--- src/rtl/alu_pkg.sv ---
// Shared opcode constants and arbiter state encoding for the ALU subsystem.
package alu_pkg;

  localparam logic [3:0] OP_NOP = 4'd0;
  localparam logic [3:0] OP_ADD = 4'd1;
  localparam logic [3:0] OP_LDI = 4'd2;
  localparam logic [3:0] OP_SUB = 4'd3;
  localparam logic [3:0] OP_ADI = 4'd4;
  localparam logic [3:0] OP_MUL = 4'd5;
  localparam logic [3:0] OP_DIV = 4'd6;
  localparam logic [3:0] OP_AND = 4'd7;
  localparam logic [3:0] OP_OR  = 4'd8;
  localparam logic [3:0] OP_XOR = 4'd9;
  localparam logic [3:0] OP_NOT = 4'd10;
  localparam logic [3:0] OP_SHL = 4'd11;
  localparam logic [3:0] OP_SHR = 4'd12;
  localparam logic [3:0] OP_JMP = 4'd13;
  localparam logic [3:0] OP_BRZ = 4'd14;
  localparam logic [3:0] OP_HLT = 4'd15;

  typedef enum logic [1:0] {
    IDLE,
    ISSUE,
    RESP
  } arb_state_t;

endpackage

--- src/rtl/rr_pick2.sv ---
// Two-way round-robin selector: a lone valid wins, on contention the side that
// did not win last time is granted.
module rr_pick2 (
  input  logic [1:0] valid_i,
  input  logic       last_grant_i,
  output logic [1:0] grant_o
);

  // One-hot grant from the valid pattern and previous winner
  always_comb begin
    grant_o = 2'b00;
    unique case (valid_i)
      2'b01:   grant_o = 2'b01;
      2'b10:   grant_o = 2'b10;
      2'b11:   grant_o = last_grant_i ? 2'b01 : 2'b10;
      default: grant_o = 2'b00;
    endcase
  end

endmodule

--- src/rtl/alu_arbiter.sv ---
// Shares one combinational ALU between two requesters. Each accepted operation is
// registered onto the ALU inputs, evaluated for one cycle, captured, and held until
// its owner consumes it. Divide-by-zero is intercepted at capture time.
module alu_arbiter
  import alu_pkg::*;
#(
  parameter int unsigned WIDTH = 8
) (
  input  logic             clk,
  input  logic             reset_n,
  input  logic             req0_valid,
  input  logic             req1_valid,
  output logic             req0_ready,
  output logic             req1_ready,
  input  logic [3:0]       req0_op,
  input  logic [3:0]       req1_op,
  input  logic [WIDTH-1:0] req0_a,
  input  logic [WIDTH-1:0] req1_a,
  input  logic [WIDTH-1:0] req0_b,
  input  logic [WIDTH-1:0] req1_b,
  input  logic [7:0]       req0_imm,
  input  logic [7:0]       req1_imm,
  output logic             rsp0_valid,
  output logic             rsp1_valid,
  input  logic             rsp0_ready,
  input  logic             rsp1_ready,
  output logic [WIDTH-1:0] rsp_data,
  output logic             rsp_cout,
  output logic             rsp_of,
  output logic             rsp_err,
  output logic [3:0]       alu_op,
  output logic [WIDTH-1:0] alu_a,
  output logic [WIDTH-1:0] alu_b,
  output logic [3:0]       alu_ra,
  output logic [3:0]       alu_rb,
  input  logic [WIDTH-1:0] alu_out,
  input  logic             alu_cout,
  input  logic             alu_of,
  output logic             busy
);

  arb_state_t       state_q, state_d;
  logic             last_grant_q, last_grant_d;
  logic             owner_q, owner_d;
  logic [3:0]       alu_op_q, alu_op_d;
  logic [WIDTH-1:0] alu_a_q, alu_a_d;
  logic [WIDTH-1:0] alu_b_q, alu_b_d;
  logic [3:0]       alu_ra_q, alu_ra_d;
  logic [3:0]       alu_rb_q, alu_rb_d;
  logic [WIDTH-1:0] rsp_data_q, rsp_data_d;
  logic             rsp_cout_q, rsp_cout_d;
  logic             rsp_of_q, rsp_of_d;
  logic             rsp_err_q, rsp_err_d;

  logic [1:0]       grant;
  logic             div_zero;
  logic             rsp_ack;

  rr_pick2 u_pick (
    .valid_i      ({req1_valid, req0_valid}),
    .last_grant_i (last_grant_q),
    .grant_o      (grant)
  );

  assign div_zero = (alu_op_q == OP_DIV) && (alu_b_q == '0);
  assign rsp_ack  = owner_q ? rsp1_ready : rsp0_ready;

  // Next-state, operand latching, result capture and handshake outputs
  always_comb begin
    state_d      = state_q;
    last_grant_d = last_grant_q;
    owner_d      = owner_q;
    alu_op_d     = alu_op_q;
    alu_a_d      = alu_a_q;
    alu_b_d      = alu_b_q;
    alu_ra_d     = alu_ra_q;
    alu_rb_d     = alu_rb_q;
    rsp_data_d   = rsp_data_q;
    rsp_cout_d   = rsp_cout_q;
    rsp_of_d     = rsp_of_q;
    rsp_err_d    = rsp_err_q;
    req0_ready   = 1'b0;
    req1_ready   = 1'b0;
    rsp0_valid   = 1'b0;
    rsp1_valid   = 1'b0;

    unique case (state_q)
      IDLE: begin
        req0_ready = grant[0];
        req1_ready = grant[1];
        // A grant implies the matching valid, so grant alone marks the handshake
        if (grant[1]) begin
          state_d  = ISSUE;
          owner_d  = 1'b1;
          alu_op_d = req1_op;
          alu_a_d  = req1_a;
          alu_b_d  = req1_b;
          alu_ra_d = req1_imm[7:4];
          alu_rb_d = req1_imm[3:0];
        end else if (grant[0]) begin
          state_d  = ISSUE;
          owner_d  = 1'b0;
          alu_op_d = req0_op;
          alu_a_d  = req0_a;
          alu_b_d  = req0_b;
          alu_ra_d = req0_imm[7:4];
          alu_rb_d = req0_imm[3:0];
        end
      end
      ISSUE: begin
        state_d = RESP;
        if (div_zero) begin
          rsp_data_d = '1;
          rsp_cout_d = 1'b0;
          rsp_of_d   = 1'b0;
          rsp_err_d  = 1'b1;
        end else begin
          rsp_data_d = alu_out;
          rsp_cout_d = alu_cout;
          rsp_of_d   = alu_of;
          rsp_err_d  = 1'b0;
        end
      end
      RESP: begin
        rsp0_valid = ~owner_q;
        rsp1_valid = owner_q;
        if (rsp_ack) begin
          last_grant_d = owner_q;
          state_d      = IDLE;
        end
      end
      default: state_d = IDLE;
    endcase
  end

  // State and datapath registers; reset drops any in-flight operation
  always_ff @(posedge clk or negedge reset_n) begin
    if (!reset_n) begin
      state_q      <= IDLE;
      last_grant_q <= 1'b1;
      owner_q      <= 1'b0;
      alu_op_q     <= '0;
      alu_a_q      <= '0;
      alu_b_q      <= '0;
      alu_ra_q     <= '0;
      alu_rb_q     <= '0;
      rsp_data_q   <= '0;
      rsp_cout_q   <= 1'b0;
      rsp_of_q     <= 1'b0;
      rsp_err_q    <= 1'b0;
    end else begin
      state_q      <= state_d;
      last_grant_q <= last_grant_d;
      owner_q      <= owner_d;
      alu_op_q     <= alu_op_d;
      alu_a_q      <= alu_a_d;
      alu_b_q      <= alu_b_d;
      alu_ra_q     <= alu_ra_d;
      alu_rb_q     <= alu_rb_d;
      rsp_data_q   <= rsp_data_d;
      rsp_cout_q   <= rsp_cout_d;
      rsp_of_q     <= rsp_of_d;
      rsp_err_q    <= rsp_err_d;
    end
  end

  assign alu_op   = alu_op_q;
  assign alu_a    = alu_a_q;
  assign alu_b    = alu_b_q;
  assign alu_ra   = alu_ra_q;
  assign alu_rb   = alu_rb_q;
  assign rsp_data = rsp_data_q;
  assign rsp_cout = rsp_cout_q;
  assign rsp_of   = rsp_of_q;
  assign rsp_err  = rsp_err_q;
  assign busy     = (state_q != IDLE);

endmodule

--- config.mk ---
export PLATFORM = sky130hd
export DESIGN_NAME = alu_arbiter
export DESIGN_NICKNAME = d
export VERILOG_FILES = /design/src/rtl/alu_pkg.sv /design/src/rtl/rr_pick2.sv /design/src/rtl/alu_arbiter.sv
export SDC_FILE = /design/constraint.sdc
export NUM_CORES = 1
export LEC_CHECK = 0
export CAP_MARGIN = 10
export CORE_MARGIN = 5
export CORE_UTILIZATION = 36
export CTS_BUF_LIST = sky130_fd_sc_hd__clkbuf_8
export DETAILED_ROUTE_END_ITERATION = 16
export PLACE_DENSITY = 0.85
export RECOVER_POWER = 50
export SETUP_SLACK_MARGIN = 0.4
export SLEW_MARGIN = 25
export SYNTH_ARGS = -nofsm -noshare
export SYNTH_HDL_FRONTEND = slang
export SYNTH_SLANG_ARGS = --single-unit
--- constraint.sdc ---
create_clock -name clk -period 1.5 [get_ports clk]
set_input_delay 0.225 -clock clk [delete_from_list [all_inputs] [get_ports clk]]
set_output_delay 0.225 -clock clk [all_outputs]
set_load 0.02 [all_outputs]
==> flow_summary.ini, run 1 <==
[clock_tree]
clk_pin_slew_worst_paths_ps = 80
htreeDepth = 2
clk_latency_ps = 290
cts_buffers = 5
cts_tree = built
clk_path_buf_depth = 2
cts_num_sinks = 43
root_buffer = clkbuf_8

[routing]
vias = 1944
viasPerCell = 4.84
detail-route-antenna-nets = 0
wl_mm = 7.12
drt_iter0_markers = 59
first_pass_iters = 4
wl_per_cell_um = 17.7
route.detailed.drc = 0

[logic_synthesis]
synth_area_per_cell_um2 = 12.9
yosysWarningCount = 0
netlist_area_um2 = 2120
yosysSeqAreaShare_pct = 50.8
synth_top_cell_by_area = dfrtp_1
yosysTopAreaCellShare_pct = 49.6
yosys_register_bits = 43
ys_top_cells_by_count = dfrtp_1, mux2_2, nand2_1
ys_top_cells_by_area = dfrtp_1, mux2_2, mux2_4, nand2_1, nand3_1
syn-num-nets = 236
synth_edf_count = 0
synth.most_common_cell = dfrtp_1
synthFlopType = dfrtp_1
async_flop_share_pct = 100
yosys.cell_types.count = 26
synthCells = 164

[finish]
n_antenna_cell = 0
num-fill-cells = 432
finalNetCount = 399
drive_gt1_share_pct = 55.7
syn_to_final_growth_pct = 96.7

[die]
rows = 28
io-pin-count = 116
die_h_um = 86.8
dieWidth_um = 86.8
die_area_um2 = 7530
design.core.area_um2 = 5820
start_util_pct = 36.5

[timing]
setup_ws_ps = -152
finalHoldViolations = 0
setup_viol_count_final = 30
fmax_ghz = 0.605
layout_min_cycle_time_ps = 1650
clock_skew_ps = 7.37
drv_slew = 0
fin_tns_setup_ps = -3740
fin_crit_sh_pct = 110
slew-limit-headroom_pct = 33.7
tightest_slew_ps = 995
rsz0062_at_grt = yes

[global_routing]
grt_first_pass_wirelength_mm = 10.5
antenna_found_initial = 0
grt_usage_pct = 17.9
grt_max_degree = 20
gr-total-overflow = 0
first_global_vias = 2107

[run]
maxCapViolations = 0

[setup_path]
max_stage_delay_ps = 550
worstSetupPathDepth = 5
path_buf_inv = 2
crit_start = last_grant_q
crit_end = alu_rb[1]
critical_path_peak_fanout = 6
crit_slowest_cell = dfstp_2
worstPathArrival_ps = 1830
path_cells = a21bo_4, buf_12, clkbuf_16, mux2_4, mux2_4
r2r_start = last_grant_q
path_class = reg2reg
r2r-end = alu_rb[1]
required_ps = 1680
cp-end-kind = flip-flop
crit_family = flip-flops
r2r_slack_ps = -150
crit_top_cell = mux2_4
r2r_cells = 5
critPathLaunchType = flip-flop

[status]
violations = setup timing
outcome = complete, but fails checks

[placed_design]
dp_hpwl_mm = 4.69
port-buffer-count = 115
gp_congestion = 0.771
pre_cts_ws_ps = -537

[power_and_ir_drop]
peakVddDrop_mv = 0.963
power_density_nw_per_um2 = 1950
leakagePower_nw = 2.02

[hold_path]
hold_class = in2reg
## how the worst min path moves through the flow
stage	depth (start not counted)	from	to	slack [ps]
6_report	3	alu_of	rsp_of	480
5_1_grt	3	alu_of	rsp_of	480
4_1_cts	2	reset_n	alu_a[7]	410
3_5_place_dp	1	reset_n	alu_a[7]	180
3_3_place_gp	1	reset_n	alu_a[7]	180
2_1_floorplan	0	reset_n	alu_a[0]	-70
## state kept, by name (all words and copies together) (netlist names)
name and cells:
alu_op 4, alu_b 8, alu_rb 4, alu_ra 4, rsp_of 1, state_q 2, rsp_cout 1, last_grant_q 1
rsp_err 1, owner_q 1, rsp_data 8, alu_a 8
## report_power, final
| group | internal, W | total, W | switching (W) | leakage, nW |
|---|---|---|---|---|
| sequential | 0.00175 | 0.00223 | 0.000484 | 0.510 |
| combinational | 0.00288 | 0.00505 | 0.00216 | 1.46 |
| clock | 0.000482 | 0.000870 | 0.000388 | 0.0554 |
## final cells by class
| cell class | count | area [um2] | area share, % |
|---|---|---|---|
| flip-flops and latches | 43 | 1080 | 25.9 |
| clock inverters | 2 | 33.8 | 0.810 |
| multi-input cells | 111 | 1270 | 30.4 |
| well taps | 75 | 93.8 | 2.25 |
| repair buffers | 164 | 1620 | 38.8 |
| clock buffers | 5 | 68.8 | 1.65 |
| inverters | 2 | 7.51 | 0.180 |
## kinds of logic (layout without fill, tap and decap cells)
logic type / after synthesis / after routing / synth area share (%)
compound gates: 9 / 9 / 3.13
buf+inv: 11 / 173 / 3.01
flops: 43 / 43 / 50.8
mux: 57 / 57 / 33.5
simple gates: 44 / 45 / 9.62
## routing by layer
metal	global-route usage [%]	share of wire, %	vias up
li1	-	-	902
met5	0	0	-
met1	19.0	38	964
met2	34.5	54	66
met4	4.11	1.8	0
met3	5.23	6.0	12
## placed cells by master, fill, tap and decap left out, drive strengths merged, types with 2 or more instances in the layout
master / instances
buf: 85
clkdlybuf4s50: 68
mux2: 57
dfrtp: 42
nand2: 24
clkbuf: 13
nand3: 8
inv: 3
nand2b: 3
nor2: 2
nor2b: 2
nor4b: 2
a21boi: 2
a21o: 2
dlygate4sd2: 2
## stage by stage
step	area [um2]	utilization (%)	power, W	instances	hold slack [ps]
2_1_floorplan	2160	-	0.00418	164	-70.6
6_report	4170	71.7	0.00815	402	483
4_1_cts	3830	65.8	0.00740	385	407
3_5_place_dp	3500	60.2	0.00609	363	181
5_1_grt	4170	71.7	0.00856	402	483
3_3_place_gp	3500	60.2	0.00598	363	179
## worst register-to-register path, stage by stage, from the launching register on
cell and delay (ps):
dfstp_2 550, a21bo_4 140, buf_12 140, clkbuf_16 160, mux2_4 290, mux2_4 260
## what timing repair did
action / CTS / global route
hold endpoints to repair: 17 / 0
pin swaps: 12 / 6
hold buffers: 1 / 0
resized for setup: 263 / 55
gates cloned: 2 / 3
buffers inserted: 12 / 14
setup endpoints to repair: 87 / 87
Power figures use the tool's default switching activity.
==> run 2, diff against run 1 <==
--- a/config.mk
+++ b/config.mk
@@ -16,4 +16,5 @@
 export SLEW_MARGIN = 25
 export SYNTH_ARGS = -nofsm -noshare
 export SYNTH_HDL_FRONTEND = slang
+export SYNTH_HIERARCHICAL = 1
 export SYNTH_SLANG_ARGS = --single-unit
==> flow_summary.ini, run 2 <==
[placed_design]
gp_congestion = 0.754
port-buffer-count = 115
pre_cts_ws_ps = -473
dp_hpwl_mm = 4.23

[routing]
wl_per_cell_um = 16.4
viasPerCell = 4.77
first_pass_iters = 4
route.detailed.drc = 0
vias = 1878
wl_mm = 6.46
detail-route-antenna-nets = 0
drt_iter0_markers = 48

[die]
die_area_um2 = 7510
io-pin-count = 116
die_h_um = 86.6
rows = 28
start_util_pct = 36.4
dieWidth_um = 86.6
design.core.area_um2 = 5820

[finish]
n_antenna_cell = 0
syn_to_final_growth_pct = 91.4
final_cell_mix = clkdlybuf4s50_1, mux2_4, buf_6
final_common_cell = clkdlybuf4s50_1
finalNetCount = 390
drive_gt1_share_pct = 54.2

[setup_path]
worstPathArrival_ps = 1840
critical_path_peak_fanout = 15
path_cells = buf_6, a21boi_4, buf_4, o21a_4, buf_12, mux2_4
r2r_cells = 6
path_class = reg2reg
r2r_slack_ps = -160
cp-end-kind = flip-flop
max_stage_delay_ps = 540
crit_slowest_cell = dfstp_2
required_ps = 1680
r2r_start = last_grant_q
r2r-end = alu_b[0]
critPathLaunchType = flip-flop

[logic_synthesis]
synthCells = 165
synthFlopType = dfrtp_1
yosysTopAreaCellShare_pct = 49.7
synth_edf_count = 0
ys_top_cells_by_area = dfrtp_1, mux2_2, mux2_4, nand2_1, mux2_1
yosysWarningCount = 6
ys_top_cells_by_count = dfrtp_1, mux2_2, nand2_1
yosys_register_bits = 43
async_flop_share_pct = 100
netlist_area_um2 = 2110
synth.most_common_cell = dfrtp_1
synth_area_per_cell_um2 = 12.8
syn-num-nets = 237
yosysSeqAreaShare_pct = 50.9
yosys.cell_types.count = 27
synth_top_cell_by_area = dfrtp_1

[power_and_ir_drop]
seqPwrFrac_pct = 28.7
peakVddDrop_mv = 1.09
power.switching_w = 0.00282
leakagePower_nw = 1.91
swShare_pct = 36.7
p_int_w = 0.00487
power_density_nw_per_um2 = 1900
power_frac_clock_pct = 12.1
comb_power_share_pct = 59.2

[clock_tree]
clk_path_buf_depth = 2
root_buffer = clkbuf_8
cts_tree = built
cts_buffers = 5
htreeDepth = 2
clk_pin_slew_worst_paths_ps = 80
clk_latency_ps = 290
cts_num_sinks = 43

[timing]
finalHoldViolations = 0
setup_viol_count_final = 30
fin_crit_sh_pct = 111
fin_tns_setup_ps = -4460
rsz0062_at_grt = yes
layout_min_cycle_time_ps = 1660
tightest_slew_ps = 982
fmax_ghz = 0.602
drv_slew = 0
setup_ws_ps = -160
clock_skew_ps = 3.25
slew-limit-headroom_pct = 34.5

[global_routing]
gr-total-overflow = 0
grt_usage_pct = 16.3
grt_first_pass_wirelength_mm = 9.58
first_global_vias = 1990
antenna_found_initial = 0
grt_max_degree = 22

[hold_path]
hold_end = rsp_cout
whs_path_depth = 3
worstHoldStart = alu_cout
hold_class = in2reg

[status]
violations = setup timing
outcome = complete, but fails checks

[run]
maxCapViolations = 0
-- run 2: cell count changes in the layout (fill, tap and decap cells not counted), sizes merged --
cell and delta:
a21bo -1, nor3 -1, clkinv +1, a21boi +2, clkbuf -1, dlygate4sd2 -2, a21oi -1, and2 +1
buf -7, nand2b -1, clkdlybuf4s50 +2
-- run 2: metal layers --
layer  vias to the layer above  wire (um)  GRT usage [%]
li1                        878          -              -
met2                        74       3340           30.2
met4                         0         97           3.97
met5                         -          0              0
met3                         9        619           5.80
met1                       917       2410           17.7
-- run 2: kinds of logic (layout without fill, tap and decap cells) --
logic type | after synthesis | count (layout) | share of synthesized area [%]
multiplexers | 57 | 57 | 32.0
flip-flops | 43 | 43 | 50.9
AND/OR/NAND/NOR | 44 | 44 | 9.82
AO/OA/AOI/OAI | 9 | 9 | 3.20
buffers and inverters | 12 | 166 | 4.08
-- run 2: how the worst max path moves through the flow --
stage,start,to,slack [ps],cells after the start
3_3_place_gp,req0_valid,req0_ready,-450,5
5_1_grt,last_grant_q,alu_a[7],-210,6
4_1_cts,last_grant_q,alu_b[0],-170,6
2_1_floorplan,last_grant_q,alu_a[4],-60,6
3_5_place_dp,req0_valid,req0_ready,-470,5
6_report,last_grant_q,alu_b[0],-160,6
-- run 2: repair_timing --
item	4_1_cts	5_1_grt
setup buffers	7	17
pin swaps	9	8
setup endpoints to repair	87	72
hold buffers	1	0
cloned	2	0
endpoints found under the hold margin	14	0
gates resized for setup	278	43
-- run 2: area by class of cell --
cell class                      count  area, um2
Fill cell                         439       1770
Sequential cell                    43       1080
Clock inverter                      2       35.0
Tap cell                           75       93.8
Clock buffer                        6       82.6
Timing Repair Buffer              155       1540
Multi-Input combinational cell    110       1210
Inverter                            3       11.3
-- run 2: power groups by stage --
| stage | clock network (W) | registers, W | logic (W) |
|---|---|---|---|
| finish | 0.000928 | 0.00221 | 0.00455 |
| global route | 0.00100 | 0.00228 | 0.00482 |
| CTS | 0.000955 | 0.00218 | 0.00414 |
| detailed placement | 0 | 0.00214 | 0.00383 |
| global placement | 0 | 0.00210 | 0.00378 |
| floorplan | 0 | 0.00273 | 0.00142 |
-- run 2: critical path: cells and delay by family (launching register included) --
kind / cells / cell delay [ps]
multiplexers: 1 / 300
flip-flops: 1 / 540
AO/OA/AOI/OAI: 2 / 290
buffers and inverters: 3 / 410
-- run 2: stage by stage --
| stage | utilization [%] | std cells | total power (W) | hold slack, ps | instance area, um2 |
|---|---|---|---|---|---|
| finish | 69.6 | 394 | 0.00769 | 490 | 4050 |
| CTS | 65.7 | 377 | 0.00727 | 404 | 3820 |
| global route | 69.6 | 394 | 0.00810 | 497 | 4050 |
| detailed placement | 59.0 | 359 | 0.00597 | 189 | 3430 |
| floorplan | - | 165 | 0.00415 | -70.6 | 2120 |
| global placement | 59.0 | 359 | 0.00588 | 179 | 3430 |
